## config.mk

```make
export PLATFORM = sky130hd
export DESIGN_NAME = wb_interconnect_arb_rr
export DESIGN_NICKNAME = d
export VERILOG_FILES = /design/src/rtl/wb_interconnect_arb_pkg.sv /design/src/rtl/wb_arb_rr_pick.sv /design/src/rtl/wb_interconnect_arb_rr.sv
export SDC_FILE = /design/constraint.sdc
export NUM_CORES = 1
export LEC_CHECK = 0
export CAP_MARGIN = 20
export CORE_AREA = 5 5 42 44
export DETAILED_ROUTE_END_ITERATION = 8
export DIE_AREA = 0 0 47 49
export GPL_TIMING_DRIVEN = 0
export HOLD_SLACK_MARGIN = 0.03
export MAX_ROUTING_LAYER = met4
export SLEW_MARGIN = 20
export SYNTH_ARGS = -nofsm -noshare
export SYNTH_HDL_FRONTEND = slang
export SYNTH_SLANG_ARGS = --single-unit
```

## constraint.sdc

```tcl
create_clock -name clock -period 1.95 [get_ports clock]
set_input_delay 0.4875 -clock clock [delete_from_list [all_inputs] [get_ports clock]]
set_output_delay 0.4875 -clock clock [all_outputs]
set_load 0.01 [all_outputs]
```

## src/rtl/wb_interconnect_arb_pkg.sv

```systemverilog
// Shared definitions for the per-target round-robin Wishbone arbiter.
package wb_interconnect_arb_pkg;

  typedef enum logic {
    IDLE  = 1'b0,
    GRANT = 1'b1
  } state_t;

  function automatic int unsigned cnt_width(input int unsigned timeout_cycles);
    return $clog2(timeout_cycles + 1);
  endfunction

endpackage

```

## src/rtl/wb_arb_rr_pick.sv

```systemverilog
// Combinational round-robin pick: first eligible request after `last`, wrapping at N_INITIATORS.
module wb_arb_rr_pick #(
  parameter int unsigned N_INITIATORS = 2,
  parameter int unsigned IDX_WIDTH    = $clog2(N_INITIATORS)
) (
  input  logic [N_INITIATORS-1:0] req,
  input  logic [IDX_WIDTH-1:0]    last,
  input  logic [N_INITIATORS-1:0] mask,
  output logic [IDX_WIDTH-1:0]    pick,
  output logic                    any
);

  localparam logic [IDX_WIDTH-1:0] LAST_IDX = IDX_WIDTH'(N_INITIATORS - 1);

  logic [N_INITIATORS-1:0] eligible;
  logic [IDX_WIDTH-1:0]    cur;
  logic                    found;

  // Explicit wrap keeps non-power-of-two initiator counts in range.
  function automatic logic [IDX_WIDTH-1:0] next_idx(input logic [IDX_WIDTH-1:0] i);
    return (i == LAST_IDX) ? '0 : i + IDX_WIDTH'(1);
  endfunction

  always_comb begin
    eligible = req & ~mask;
    any      = |eligible;
    pick     = '0;
    found    = 1'b0;
    cur      = next_idx(last);
    for (int unsigned i = 0; i < N_INITIATORS; i++) begin
      if (!found && eligible[cur]) begin
        pick  = cur;
        found = 1'b1;
      end
      cur = next_idx(cur);
    end
  end

endmodule

```

## src/rtl/wb_interconnect_arb_rr.sv

```systemverilog
// Per-target round-robin arbiter holding ownership for a whole Wishbone cycle.
// Optional grant watchdog enabled by FW_WB_INTERCONNECT_ARB_TIMEOUT_EN.
module wb_interconnect_arb_rr
  import wb_interconnect_arb_pkg::*;
#(
  parameter int unsigned N_INITIATORS   = 2,
  parameter int unsigned IDX_WIDTH      = $clog2(N_INITIATORS),
  parameter int unsigned TIMEOUT_CYCLES = 1024
) (
  input  logic                    clock,
  input  logic                    reset,
  input  logic [N_INITIATORS-1:0] req,
  input  logic [N_INITIATORS-1:0] cyc,
  output logic [N_INITIATORS-1:0] gnt,
  output logic [IDX_WIDTH-1:0]    gnt_idx,
  output logic                    gnt_valid,
  output logic                    timeout
);

  localparam logic [N_INITIATORS-1:0] ONE = N_INITIATORS'(1);

  if (N_INITIATORS < 2 || TIMEOUT_CYCLES < 2) begin : g_bad_params
    $error("wb_interconnect_arb_rr: N_INITIATORS and TIMEOUT_CYCLES must be >= 2");
  end

  state_t                  state;
  logic [IDX_WIDTH-1:0]    last;
  logic [N_INITIATORS-1:0] mask;
  logic [IDX_WIDTH-1:0]    pick;
  logic                    any;
  logic                    owner_cyc;
  logic                    expire;

  assign owner_cyc = cyc[gnt_idx];

`ifdef FW_WB_INTERCONNECT_ARB_TIMEOUT_EN
  localparam int unsigned CW = cnt_width(TIMEOUT_CYCLES);
  logic [CW-1:0] held;
  assign expire = (state == GRANT) && owner_cyc && (held == CW'(TIMEOUT_CYCLES - 1));
`else
  assign expire  = 1'b0;
  assign timeout = 1'b0;
`endif

  // The expiring owner is excluded only from the forced re-pick.
  assign mask = expire ? (ONE << gnt_idx) : '0;

  wb_arb_rr_pick #(
    .N_INITIATORS(N_INITIATORS),
    .IDX_WIDTH   (IDX_WIDTH)
  ) u_pick (
    .req (req),
    .last(last),
    .mask(mask),
    .pick(pick),
    .any (any)
  );

  always_ff @(posedge clock or posedge reset) begin
    if (reset) begin
      state     <= IDLE;
      gnt       <= '0;
      gnt_idx   <= '0;
      gnt_valid <= 1'b0;
      last      <= IDX_WIDTH'(N_INITIATORS - 1);
`ifdef FW_WB_INTERCONNECT_ARB_TIMEOUT_EN
      held      <= '0;
      timeout   <= 1'b0;
`endif
    end else begin
`ifdef FW_WB_INTERCONNECT_ARB_TIMEOUT_EN
      timeout <= expire;
`endif
      case (state)
        IDLE: begin
          if (any) begin
            state     <= GRANT;
            gnt       <= ONE << pick;
            gnt_idx   <= pick;
            last      <= pick;
            gnt_valid <= 1'b1;
`ifdef FW_WB_INTERCONNECT_ARB_TIMEOUT_EN
            held      <= '0;
`endif
          end
        end
        GRANT: begin
          if (owner_cyc && !expire) begin
`ifdef FW_WB_INTERCONNECT_ARB_TIMEOUT_EN
            held <= held + CW'(1);
`endif
          end else if (any) begin
            gnt       <= ONE << pick;
            gnt_idx   <= pick;
            last      <= pick;
            gnt_valid <= 1'b1;
`ifdef FW_WB_INTERCONNECT_ARB_TIMEOUT_EN
            held      <= '0;
`endif
          end else begin
            state     <= IDLE;
            gnt       <= '0;
            gnt_valid <= 1'b0;
          end
        end
        default: state <= IDLE;
      endcase
    end
  end

endmodule

```

==> results of run 1 <==
logic make-up (layout without fill, tap and decap cells):
family | Yosys count | after routing | synth area share, %
AND/OR/NAND/NOR | 9 | 9 | 12.9
buffers and inverters | 5 | 18 | 6.64
flip-flops | 6 | 6 | 44.7
AO/OA/AOI/OAI | 9 | 9 | 20.7
other | 1 | 1 | 1.11
multiplexers | 3 | 3 | 14.0
final cells by class:
cell class | count | area, um^2
Tap cell | 16 | 20.0
Buffer | 1 | 7.51
Multi-Input combinational cell | 22 | 165
Timing Repair Buffer | 9 | 90.1
Inverter | 4 | 15.0
Sequential cell | 6 | 151
Clock buffer | 4 | 26.3
Fill cell | 162 | 926
worst reg2reg max path, delay by kind of cell (launching register included):
| family | cells | cell delay, ns |
|---|---|---|
| flip-flops | 1 | 0.43 |
| AO/OA/AOI/OAI | 1 | 0.22 |
| multiplexers | 2 | 0.70 |
sequential cells by signal, indices dropped and copies added, names as in the netlist:
| signal | cells |
|---|---|
| gnt | 2 |
| gnt_idx | 1 |
| gnt_valid | 1 |
| last | 1 |
| state | 1 |
per-layer routing:
layer | wire (um) | GRT usage [%] | up-vias | share of wire, %
met5 | 0 | - | - | 0
met4 | 0 | 4.15 | 0 | 0
met3 | 85 | 4.80 | 0 | 12
met2 | 280 | 10.2 | 11 | 39
met1 | 360 | 9.87 | 113 | 50
li1 | - | - | 137 | -
how the worst max path moves through the flow:
stage,slack (ns),cells past startpoint,to,start
after floorplan,0.53,3,gnt[1],gnt_idx
after global placement,0.06,4,gnt[1],cyc[0]
after detailed placement,0.04,4,gnt[1],cyc[0]
after CTS,0.20,1,gnt_idx,gnt_idx
after global routing,0.15,1,gnt_idx,gnt_idx
final,0.21,1,gnt_idx,gnt_idx
cell usage in the layout, fill, tap and decap left out:
cell,instances
a2bb2oi_1,1
clkbuf_1,1
buf_4,1
nand2b_1,2
clkbuf_4,3
o21bai_1,1
a32o_1,1
clkdlybuf4s50_1,9
a21oi_1,1
nand2_1,2
o21ai_0,1
o2bb2ai_1,1
a211oi_1,1
a31oi_1,1
mux2i_1,1
nor2_1,3
mux2_4,1
o221a_1,1
mux2i_4,1
conb_1,1
inv_1,4
dfstp_2,1
dfrtp_1,5
nor2b_1,1
or2_2,1
per-stage QoR:
stage	cell area (um^2)	util [%]	instances
after floorplan	339	-	33
after global placement	449	32.1	58
after detailed placement	449	32.1	58
after CTS	475	33.9	62
after global routing	475	33.9	62
final	475	33.9	62
power groups by stage:
| stage | Sequential, W | Combinational [W] | Clock [W] |
|---|---|---|---|
| after floorplan | 0.000212 | 0.000107 | 0 |
| after global placement | 0.000202 | 0.000198 | 0 |
| after detailed placement | 0.000204 | 0.000199 | 0 |
| after CTS | 0.000203 | 0.000201 | 0.000137 |
| after global routing | 0.000211 | 0.000215 | 0.000144 |
| final | 0.000202 | 0.000198 | 0.000130 |
==> flow_metrics.tcl, run 1 <==
set metrics [dict create \
    status "completed" \
    crit_path_end_kind "output port" \
    core_um2 1400 \
    vias 261 \
    final_hold_viol_count 0 \
    cts_resized 0 \
    start_kind "flop" \
    netSwitchingPower_w 0.000161 \
    cts_sinks 6 \
    postRouteAntennaNets 0 \
    floorplan.initialDensity_pct 24.2 \
    synth_edf_count 0 \
    grt_max_degree 8 \
    pre_cts_ws_ns 0.0428 \
    first_iter_violations 4 \
    fmax_ghz 0.576 \
    cts_hold_buf 0 \
    n_antenna_cell 0 \
    netSwitchingFraction_pct 30.4 \
    rsz0062_at_grt "false" \
    drv_cap 0 \
    grt_pass1_vias 278 \
    yosys.cell_types.count 22 \
    synth.area.top_cells "dfrtp_1 37%, dfstp_2 7.7%, mux2i_4 6.6%" \
    first_pass_iters 2 \
    portBuffers 9 \
    grt_usage_pct 8.07 \
    period_needed_ns 1.74 \
    ys_ff_latch 6 \
    r2r_cells 3 \
    syn_area_um2 339 \
    crit_chain "clkdlybuf4s50_1" \
    crit_buf_inv 1 \
    power_leakage_nw 0.212 \
    p_clk_share_pct 24.5 \
    yosys_warnings 0 \
    slowest_delay_ns 0.57 \
    maxSlewViolCount 0 \
    drc 0 \
    die_w_um 47 \
    fin_tns_setup_ns 0 \
    yosysSeqAreaShare_pct 44.6 \
    worstPathMaxFanout 3 \
    yosys-top-cells-count "5 x dfrtp_1, 4 x inv_1, 3 x nor2_1" \
    max-vdd-ir-drop_mv 0.354 \
    cts-root-buf "clkbuf_4" \
    sequentialPowerShare_pct 38.1 \
    synth.most_common_cell "dfrtp_1" \
    cpMaxStageDelayCell "clkdlybuf4s50_1" \
    gr-total-overflow 0 \
    power_density_nw_per_um2 1120 \
    synth_cells 33 \
    yosysTopAreaCell "dfrtp_1" \
    hold_path.class "in2async" \
    async_flop_share_pct 100 \
    cts_max_level 1 \
    floorplan.rows 14 \
    place_congestion 0.727 \
    p_comb_share_pct 37.3 \
    syn_nets 39 \
    finClkSkew_ns 0.00423 \
    numCtsBuffers 3 \
    ioPinCount 11 \
    crit_family "buffers and inverters" \
    total_power_w 0.000531 \
    hpwlAfterDp_um 541 \
    min_period_over_period_pct 89.1 \
    fin_nets 53 \
    p_int_w 0.000370 \
    drt-total-wl_um 726 \
    crit_type "reg2out" \
    netlist.area_leader.share_pct 36.9 \
    grt_pass1_wl_um 1270 \
    final_layout_size_suffix_gt1_share_pct 17.4 \
    post_cts_buffers 0 \
    dieArea_um2 2300 \
    required_ns 1.46 \
    die_height_um 49 \
    cts_buffer_depth 2 \
    clk_pin_slew_ns 0.05 \
    wire_per_inst_um 11.7 \
    ys.flop_type "dfrtp_1" \
    tritoncts "done" \
    r2r-start "gnt_idx" \
    via_per_inst 4.21 \
    setup_viol 0 \
    area_growth_pct 40.2 \
    clk_latency_ns 0.25 \
    antenna_found_initial 0 \
    arrival_ns 1.25 \
    layout_setup_ws_ns 0.212 \
    worstReg2RegEnd "gnt[1]" \
    r2r_slack_ns 0.49 \
    syn_avg_cell_area_um2 10.3 \
    hold_ws_ns 0.455 \
]
(Power assumes the default switching activity.)
==> run 2: changes to the inputs <==
HOLD_SLACK_MARGIN = 0.05   (was 0.03)
==> results of run 2 <==
Same layout as run 1: the final DEF is identical, and so are final timing and power.
